$ cat src/rtl/secuenciador_medidas_if.sv
// Meter bus and result stream shared by the measurement sequencer.
// The master side is the sequencer; the slave side is the meter plus the readout logic.
interface secuenciador_medidas_if #(
    parameter int OUT_WIDTH = 32,
    parameter int SEL_WIDTH = 4
);
    logic                 meter_enable;
    logic [4:0]           meter_resol;
    logic                 meter_lock;
    logic [OUT_WIDTH-1:0] meter_out;
    logic                 res_valid;
    logic                 res_ready;
    logic [OUT_WIDTH-1:0] res_data;
    logic [SEL_WIDTH-1:0] res_idx;
    logic                 res_err;

    modport master (
        output meter_enable, meter_resol, res_valid, res_data, res_idx, res_err,
        input  meter_lock, meter_out, res_ready
    );

    modport slave (
        input  meter_enable, meter_resol, res_valid, res_data, res_idx, res_err,
        output meter_lock, meter_out, res_ready
    );
endinterface

$ cat src/rtl/secuenciador_medidas.sv
// Measurement sequencer: scans ring oscillators 0..last_idx through the oscillator mux,
// runs one frequency-meter measurement per oscillator and streams each count out.
// A watchdog turns a meter that never locks, or never releases lock, into an error record.
module secuenciador_medidas #(
    parameter int OUT_WIDTH  = 32,
    parameter int SEL_WIDTH  = 4,
    parameter int SETTLE_CYC = 16,
    parameter int TMO_WIDTH  = 24
) (
    input  logic                   clock,
    input  logic                   reset_n,
    input  logic                   start,
    input  logic [SEL_WIDTH-1:0]   last_idx,
    input  logic [4:0]             resol_in,
    output logic [SEL_WIDTH-1:0]   osc_sel,
    output logic                   busy,
    output logic                   done,
    secuenciador_medidas_if.master bus
);
    localparam int SCW = (SETTLE_CYC > 1) ? $clog2(SETTLE_CYC) : 1;
    localparam logic [SCW-1:0] SETTLE_LAST = SCW'(SETTLE_CYC - 1);

    typedef enum logic [2:0] {
        ST_IDLE,
        ST_SETTLE,
        ST_MEASURE,
        ST_OUTPUT,
        ST_CLEAR,
        ST_CLEAR_OUT,
        ST_DONE
    } state_t;

    state_t                 state_q, state_d;
    logic [SCW-1:0]         settle_cnt;
    logic [TMO_WIDTH-1:0]   wdog;
    logic [SEL_WIDTH-1:0]   osc_sel_q;
    logic [SEL_WIDTH-1:0]   last_idx_q;
    logic [4:0]             resol_q;
    logic [OUT_WIDTH-1:0]   data_q;
    logic [SEL_WIDTH-1:0]   idx_q;
    logic                   err_q;

    logic wdog_max;
    logic last_sel;
    logic load_start;
    logic cap_lock;
    logic cap_tmo;
    logic advance;

    assign wdog_max = &wdog;
    assign last_sel = (osc_sel_q == last_idx_q);

    // State register; reset aborts any scan in progress without emitting a result.
    always_ff @(posedge clock or negedge reset_n) begin
        if (!reset_n) state_q <= ST_IDLE;
        else          state_q <= state_d;
    end

    // Next-state decode plus single-cycle strobes for the datapath.
    always_comb begin
        state_d    = state_q;
        load_start = 1'b0;
        cap_lock   = 1'b0;
        cap_tmo    = 1'b0;
        advance    = 1'b0;
        case (state_q)
            ST_IDLE: begin
                if (start) begin
                    load_start = 1'b1;
                    state_d    = ST_SETTLE;
                end
            end
            ST_SETTLE: begin
                if (settle_cnt == SETTLE_LAST) state_d = ST_MEASURE;
            end
            ST_MEASURE: begin
                if (bus.meter_lock) begin
                    cap_lock = 1'b1;
                    state_d  = ST_OUTPUT;
                end else if (wdog_max) begin
                    cap_tmo = 1'b1;
                    state_d = ST_OUTPUT;
                end
            end
            ST_OUTPUT: begin
                if (bus.res_ready) state_d = ST_CLEAR;
            end
            ST_CLEAR: begin
                if (!bus.meter_lock) begin
                    advance = 1'b1;
                    state_d = last_sel ? ST_DONE : ST_SETTLE;
                end else if (wdog_max) begin
                    cap_tmo = 1'b1;
                    state_d = ST_CLEAR_OUT;
                end
            end
            ST_CLEAR_OUT: begin
                if (bus.res_ready) begin
                    advance = 1'b1;
                    state_d = last_sel ? ST_DONE : ST_SETTLE;
                end
            end
            ST_DONE: begin
                state_d = ST_IDLE;
            end
            default: begin
                state_d = ST_IDLE;
            end
        endcase
    end

    // Settle and watchdog counters restart on every state change; the watchdog saturates.
    always_ff @(posedge clock or negedge reset_n) begin
        if (!reset_n) begin
            settle_cnt <= '0;
            wdog       <= '0;
        end else if (state_d != state_q) begin
            settle_cnt <= '0;
            wdog       <= '0;
        end else begin
            if (state_q == ST_SETTLE) settle_cnt <= settle_cnt + SCW'(1);
            if ((state_q == ST_MEASURE || state_q == ST_CLEAR) && !wdog_max)
                wdog <= wdog + TMO_WIDTH'(1);
        end
    end

    // Scan configuration, oscillator select and the captured result record.
    always_ff @(posedge clock or negedge reset_n) begin
        if (!reset_n) begin
            osc_sel_q  <= '0;
            last_idx_q <= '0;
            resol_q    <= '0;
            data_q     <= '0;
            idx_q      <= '0;
            err_q      <= 1'b0;
        end else begin
            if (load_start) begin
                last_idx_q <= last_idx;
                resol_q    <= resol_in;
                osc_sel_q  <= '0;
            end
            if (cap_lock) begin
                data_q <= bus.meter_out;
                idx_q  <= osc_sel_q;
                err_q  <= 1'b0;
            end
            if (cap_tmo) begin
                data_q <= '1;
                idx_q  <= osc_sel_q;
                err_q  <= 1'b1;
            end
            if (advance && !last_sel) osc_sel_q <= osc_sel_q + SEL_WIDTH'(1);
        end
    end

    assign osc_sel          = osc_sel_q;
    assign busy             = (state_q != ST_IDLE);
    assign done             = (state_q == ST_DONE);
    assign bus.meter_enable = (state_q == ST_MEASURE);
    assign bus.meter_resol  = resol_q;
    assign bus.res_valid    = (state_q == ST_OUTPUT) || (state_q == ST_CLEAR_OUT);
    assign bus.res_data     = data_q;
    assign bus.res_idx      = idx_q;
    assign bus.res_err      = err_q;
endmodule

$ cat src/flat_wrapper.sv
// flat-port wrapper written by rule: the top's interface ports become plain ports
module secuenciador_medidas_flat 
#(
    parameter int OUT_WIDTH  = 32,
    parameter int SEL_WIDTH  = 4,
    parameter int SETTLE_CYC = 16,
    parameter int TMO_WIDTH  = 24
)
  (clock, reset_n, start, last_idx, resol_in, osc_sel, busy, done, bus_meter_enable, bus_meter_resol, bus_res_valid, bus_res_data, bus_res_idx, bus_res_err, bus_meter_lock, bus_meter_out, bus_res_ready);
  secuenciador_medidas_if #(.OUT_WIDTH(OUT_WIDTH), .SEL_WIDTH(SEL_WIDTH)) bus_i ();
  input  logic clock;
  input  logic reset_n;
  input  logic start;
  input  logic [SEL_WIDTH-1:0] last_idx;
  input  logic [4:0] resol_in;
  output logic [SEL_WIDTH-1:0] osc_sel;
  output logic busy;
  output logic done;
  output wire logic [$bits(bus_i.meter_enable)-1:0] bus_meter_enable;
  output wire logic [$bits(bus_i.meter_resol)-1:0] bus_meter_resol;
  output wire logic [$bits(bus_i.res_valid)-1:0] bus_res_valid;
  output wire logic [$bits(bus_i.res_data)-1:0] bus_res_data;
  output wire logic [$bits(bus_i.res_idx)-1:0] bus_res_idx;
  output wire logic [$bits(bus_i.res_err)-1:0] bus_res_err;
  input wire logic [$bits(bus_i.meter_lock)-1:0] bus_meter_lock;
  input wire logic [$bits(bus_i.meter_out)-1:0] bus_meter_out;
  input wire logic [$bits(bus_i.res_ready)-1:0] bus_res_ready;
  assign bus_meter_enable = bus_i.meter_enable;
  assign bus_meter_resol = bus_i.meter_resol;
  assign bus_res_valid = bus_i.res_valid;
  assign bus_res_data = bus_i.res_data;
  assign bus_res_idx = bus_i.res_idx;
  assign bus_res_err = bus_i.res_err;
  assign bus_i.meter_lock = bus_meter_lock;
  assign bus_i.meter_out = bus_meter_out;
  assign bus_i.res_ready = bus_res_ready;
  secuenciador_medidas #(.OUT_WIDTH(OUT_WIDTH), .SEL_WIDTH(SEL_WIDTH), .SETTLE_CYC(SETTLE_CYC), .TMO_WIDTH(TMO_WIDTH)) u_core (.clock(clock), .reset_n(reset_n), .start(start), .last_idx(last_idx), .resol_in(resol_in), .osc_sel(osc_sel), .busy(busy), .done(done), .bus(bus_i));
endmodule
$ cat config.mk
export PLATFORM = sky130hd
export DESIGN_NAME = secuenciador_medidas_flat
export DESIGN_NICKNAME = d
export VERILOG_FILES = /design/src/rtl/secuenciador_medidas_if.sv /design/src/rtl/secuenciador_medidas.sv /design/src/flat_wrapper.sv
export SDC_FILE = /design/constraint.sdc
export NUM_CORES = 1
export LEC_CHECK = 0
export CORE_ASPECT_RATIO = 1.4
export CORE_MARGIN = 2
export CORE_UTILIZATION = 35
export CTS_BUF_LIST = sky130_fd_sc_hd__clkbuf_16
export CTS_CLUSTER_SIZE = 25
export DETAILED_ROUTE_END_ITERATION = 16
export GPL_TIMING_DRIVEN = 0
export PLACE_DENSITY_LB_ADDON = 0.05
export SKIP_LAST_GASP = 1
export SYNTH_ARGS = -nofsm -noshare
export SYNTH_HDL_FRONTEND = slang
export SYNTH_SLANG_ARGS = --single-unit
export TNS_END_PERCENT = 30
$ cat constraint.sdc
create_clock -name clock -period 2.9 [get_ports clock]
set_clock_uncertainty 0.2 [all_clocks]
set_input_delay 0.58 -clock clock [delete_from_list [all_inputs] [get_ports clock]]
set_output_delay 0.58 -clock clock [all_outputs]
set_load 0.005 [all_outputs]
==> results.sh, run 1 <==
export IMPL_r2r_cells=6
export IMPL_vias=3247
export IMPL_path_max_fanout=10
export IMPL_finalHoldViolCount=0
export IMPL_synth_edf_count=0
export IMPL_cap_viol_max_count=0
export IMPL_rsz0062_at_grt="true"
export IMPL_drt_initial_drc_count=159
export IMPL_cts_setup_buffers=0
export IMPL_layout_common_cells="clkdlybuf4s50_1, dfrtp_1, nand2_1"
export IMPL_r2r_end="u_core.wdog[20]"
export IMPL_grt_pass1_vias=3257
export IMPL_ys_flop_type="dfrtp_1"
export IMPL_die_w_um=93.2
export IMPL_fmaxAchievable_mhz=360
export IMPL_synth_seq_cells=81
export IMPL_period_share=0.958
export IMPL_design_core_area_um2=10900
export IMPL_die_area_um2=12000
export IMPL_antenna_cells=0
export IMPL_initial_core_util=0.359
export IMPL_ff2ff_setup_slack_ns=0.22
export IMPL_hold_path_class="flop to flop"
export IMPL_layout_drive_gt1_share=0.101
export IMPL_postSynthCellCount=395
export IMPL_p_leak_nw=2.35
export IMPL_post_dp_cell_area_um2=5040
export IMPL_port_buffer_count=94
export IMPL_cts_root_buf="clkbuf_16"
export IMPL_ys_warn_count=0
export IMPL_worstMarginPinSlew_ns=0.584
export IMPL_min_path_cells=2
export IMPL_syn2layout_area_growth_pct=36.6
export IMPL_drcViolationCount=0
export IMPL_hp_start="u_core.bus.res_data[25]"
export IMPL_path_clk_slew_ns=0.06
export IMPL_globalplace_congestion=0.772
export IMPL_drv_slew=0
export IMPL_ant_nets=0
export IMPL_reg2reg_from="u_core.wdog[0]"
export IMPL_cts_sinks=81
export IMPL_worstSetupPathType="flop to output port"
export IMPL_grt_start_max_net_pins=51
export IMPL_ios=96
export IMPL_antenna_found_initial=0
export IMPL_power_density_nw_per_um2=817
export IMPL_ys_async_sr_fraction=1.00
export IMPL_clockBufferDepth=2
export IMPL_timing_setup_tns_ns=0
export IMPL_wl_per_cell_um=14.4
export IMPL_synthDistinctLibCells=45
export IMPL_synth_fp_nets=444
export IMPL_final_setup_viol_count=0
export IMPL_grt_pass1_wl_um=15700
export IMPL_tritoncts="yes"
export IMPL_peakVddDrop_v=0.000300
export IMPL_path_cells="clkbuf_2 -> inv_1 -> a21oi_1 -> clkdlybuf4s50_1"
export IMPL_first_pass_iters=4
export IMPL_cpMaxStageDelayCell="dfrtp_1"
export IMPL_status="complete, no violations"
export IMPL_fin_nets=551
export IMPL_via_per_inst=5.01
export IMPL_crit_path_start_kind="flop"
export IMPL_routed_wl_um=9340
export IMPL_num_rows=45
export IMPL_fp_dieH_um=129
export IMPL_h_tree_depth=3
export IMPL_synthesis_area_per_instance_um2=9.87
export IMPL_final_min_clock_period_ns=2.78
export IMPL_numCtsBuffers=9
export IMPL_hpwl_um=6690
export IMPL_max_stage_delay_ns=0.56
export IMPL_final_common_cell="clkdlybuf4s50_1"
export IMPL_worstSkewPairLatency_ns=0.33
export IMPL_end_kind="output port"
export IMPL_cp_data_arrival_time_ns=2.00
export IMPL_relSlewSlack=0.607
export IMPL_crit_required_ns=2.12
export IMPL_final_cell_area_um2=5330
export IMPL_min_to="u_core.bus.res_data[25]"
export IMPL_track_usage=0.164
export IMPL_yosysSeqAreaShare=0.520
export IMPL_grt_overflow=0
export IMPL_syn_area_um2=3900
## registers in the layout (all words and copies together), names as in the netlist
| register | count |
|---|---|
| u_core.bus.res_data | 32 |
| u_core.bus.meter_resol | 5 |
| u_core.wdog | 24 |
| u_core.bus.res_idx | 4 |
| u_core.last_idx_q | 4 |
| u_core.osc_sel | 4 |
| u_core.bus.res_err | 1 |
| u_core.settle_cnt | 4 |
| u_core.state_q | 3 |
## worst max-delay path, delay by kind of cell, from the launching register on
kind | cells | cell delay [ns]
compound gates | 1 | 0.15
buf+inv | 3 | 0.95
flops | 1 | 0.56
## timing repair
item                       CTS  global route
resized for setup            1             2
hold buffers                 1             0
setup endpoints to repair    1            20
hold endpoints to repair     3             0
pin swaps                    0             0
## routing by layer
| metal | wire, µm | vias to the layer above | GRT usage |
|---|---|---|---|
| li1 | - | 1599 | - |
| met1 | 4020 | 1562 | 0.193 |
| met2 | 4700 | 79 | 0.285 |
| met3 | 493 | 7 | 0.0486 |
| met4 | 128 | 0 | 0.0562 |
| met5 | 0 | - | 0 |
## synthesized netlist by cell type (all sizes together), types with 4 or more instances
master | count | area (µm²)
buf | 8 | 51.3
o31ai | 6 | 45.0
clkbuf | 15 | 56.3
nand2b | 5 | 31.3
dfrtp | 81 | 2030
nand3b | 7 | 65.1
o2111ai | 4 | 35.0
nand2 | 77 | 289
inv | 6 | 22.5
o211ai | 4 | 35.0
nand3 | 41 | 205
nor2 | 20 | 75.1
nand4 | 8 | 56.3
a21oi | 19 | 95.1
mux2 | 14 | 173
or4 | 6 | 48.8
o21ai | 17 | 85.1
xor2 | 15 | 131
or3 | 12 | 75.1
## cell families (layout without fill, tap and decap cells)
kind of cell / Yosys count / in the layout / share of synthesized area
compound gates: 60 / 60 / 0.105
xor+xnor: 17 / 17 / 0.0382
fa+ha+maj: 3 / 3 / 0.00963
buf+inv: 29 / 141 / 0.0334
flops: 81 / 81 / 0.520
mux: 17 / 17 / 0.0520
simple gates: 188 / 188 / 0.242
## worst max path at each step
| stage | startpoint | endpoint | cells past startpoint |
|---|---|---|---|
| 2_1_floorplan | u_core.wdog[0] | u_core.bus.res_idx[0] | 6 |
| 3_3_place_gp | reset_n | u_core.bus.res_data[11] | 1 |
| 3_5_place_dp | start | u_core.wdog[12] | 7 |
| 4_1_cts | u_core.state_q[0] | bus_res_valid | 4 |
| 5_1_grt | u_core.state_q[0] | bus_res_valid | 4 |
| 6_report | u_core.state_q[0] | bus_res_valid | 4 |
## per-stage QoR
step                std cells   util  setup WS (ns)  hold slack, ns  power (W)
finish                    648  0.490          0.121           0.292    0.00435
global route              648  0.490       -0.00364           0.317    0.00468
CTS                       648  0.489          0.111           0.295    0.00441
detailed placement        631  0.464        -0.0178           0.283    0.00336
global placement          630  0.462          -2.02           0.261    0.00334
floorplan                 395      -          0.594          0.0844    0.00250
## power breakdown
part	leakage, nW	internal (W)	switching (W)
logic	1.14	0.000926	0.000731
registers	1.08	0.00146	0.000223
clock network	0.138	0.000570	0.000448
total	2.35	0.00295	0.00140
## cell type report
type	instances	area, µm²
Fill cell	1025	5540
Inverter	6	22.5
Timing Repair Buffer	96	976
Buffer	23	109
Sequential cell	81	2030
Clock inverter	7	36.3
Tap cell	141	176
Clock buffer	9	225
Multi-Input combinational cell	285	1750
No activity file was read; power rests on OpenSTA's default activity.
==> inputs of run 2 (changes only) <==
--- a/config.mk
+++ b/config.mk
@@ -5,6 +5,7 @@
 export SDC_FILE = /design/constraint.sdc
 export NUM_CORES = 1
 export LEC_CHECK = 0
+export CAP_MARGIN = 15
 export CORE_ASPECT_RATIO = 1.4
 export CORE_MARGIN = 2
 export CORE_UTILIZATION = 35
==> results of run 2 <==
No change in the layout: final DEF, timing and power equal those of run 1.
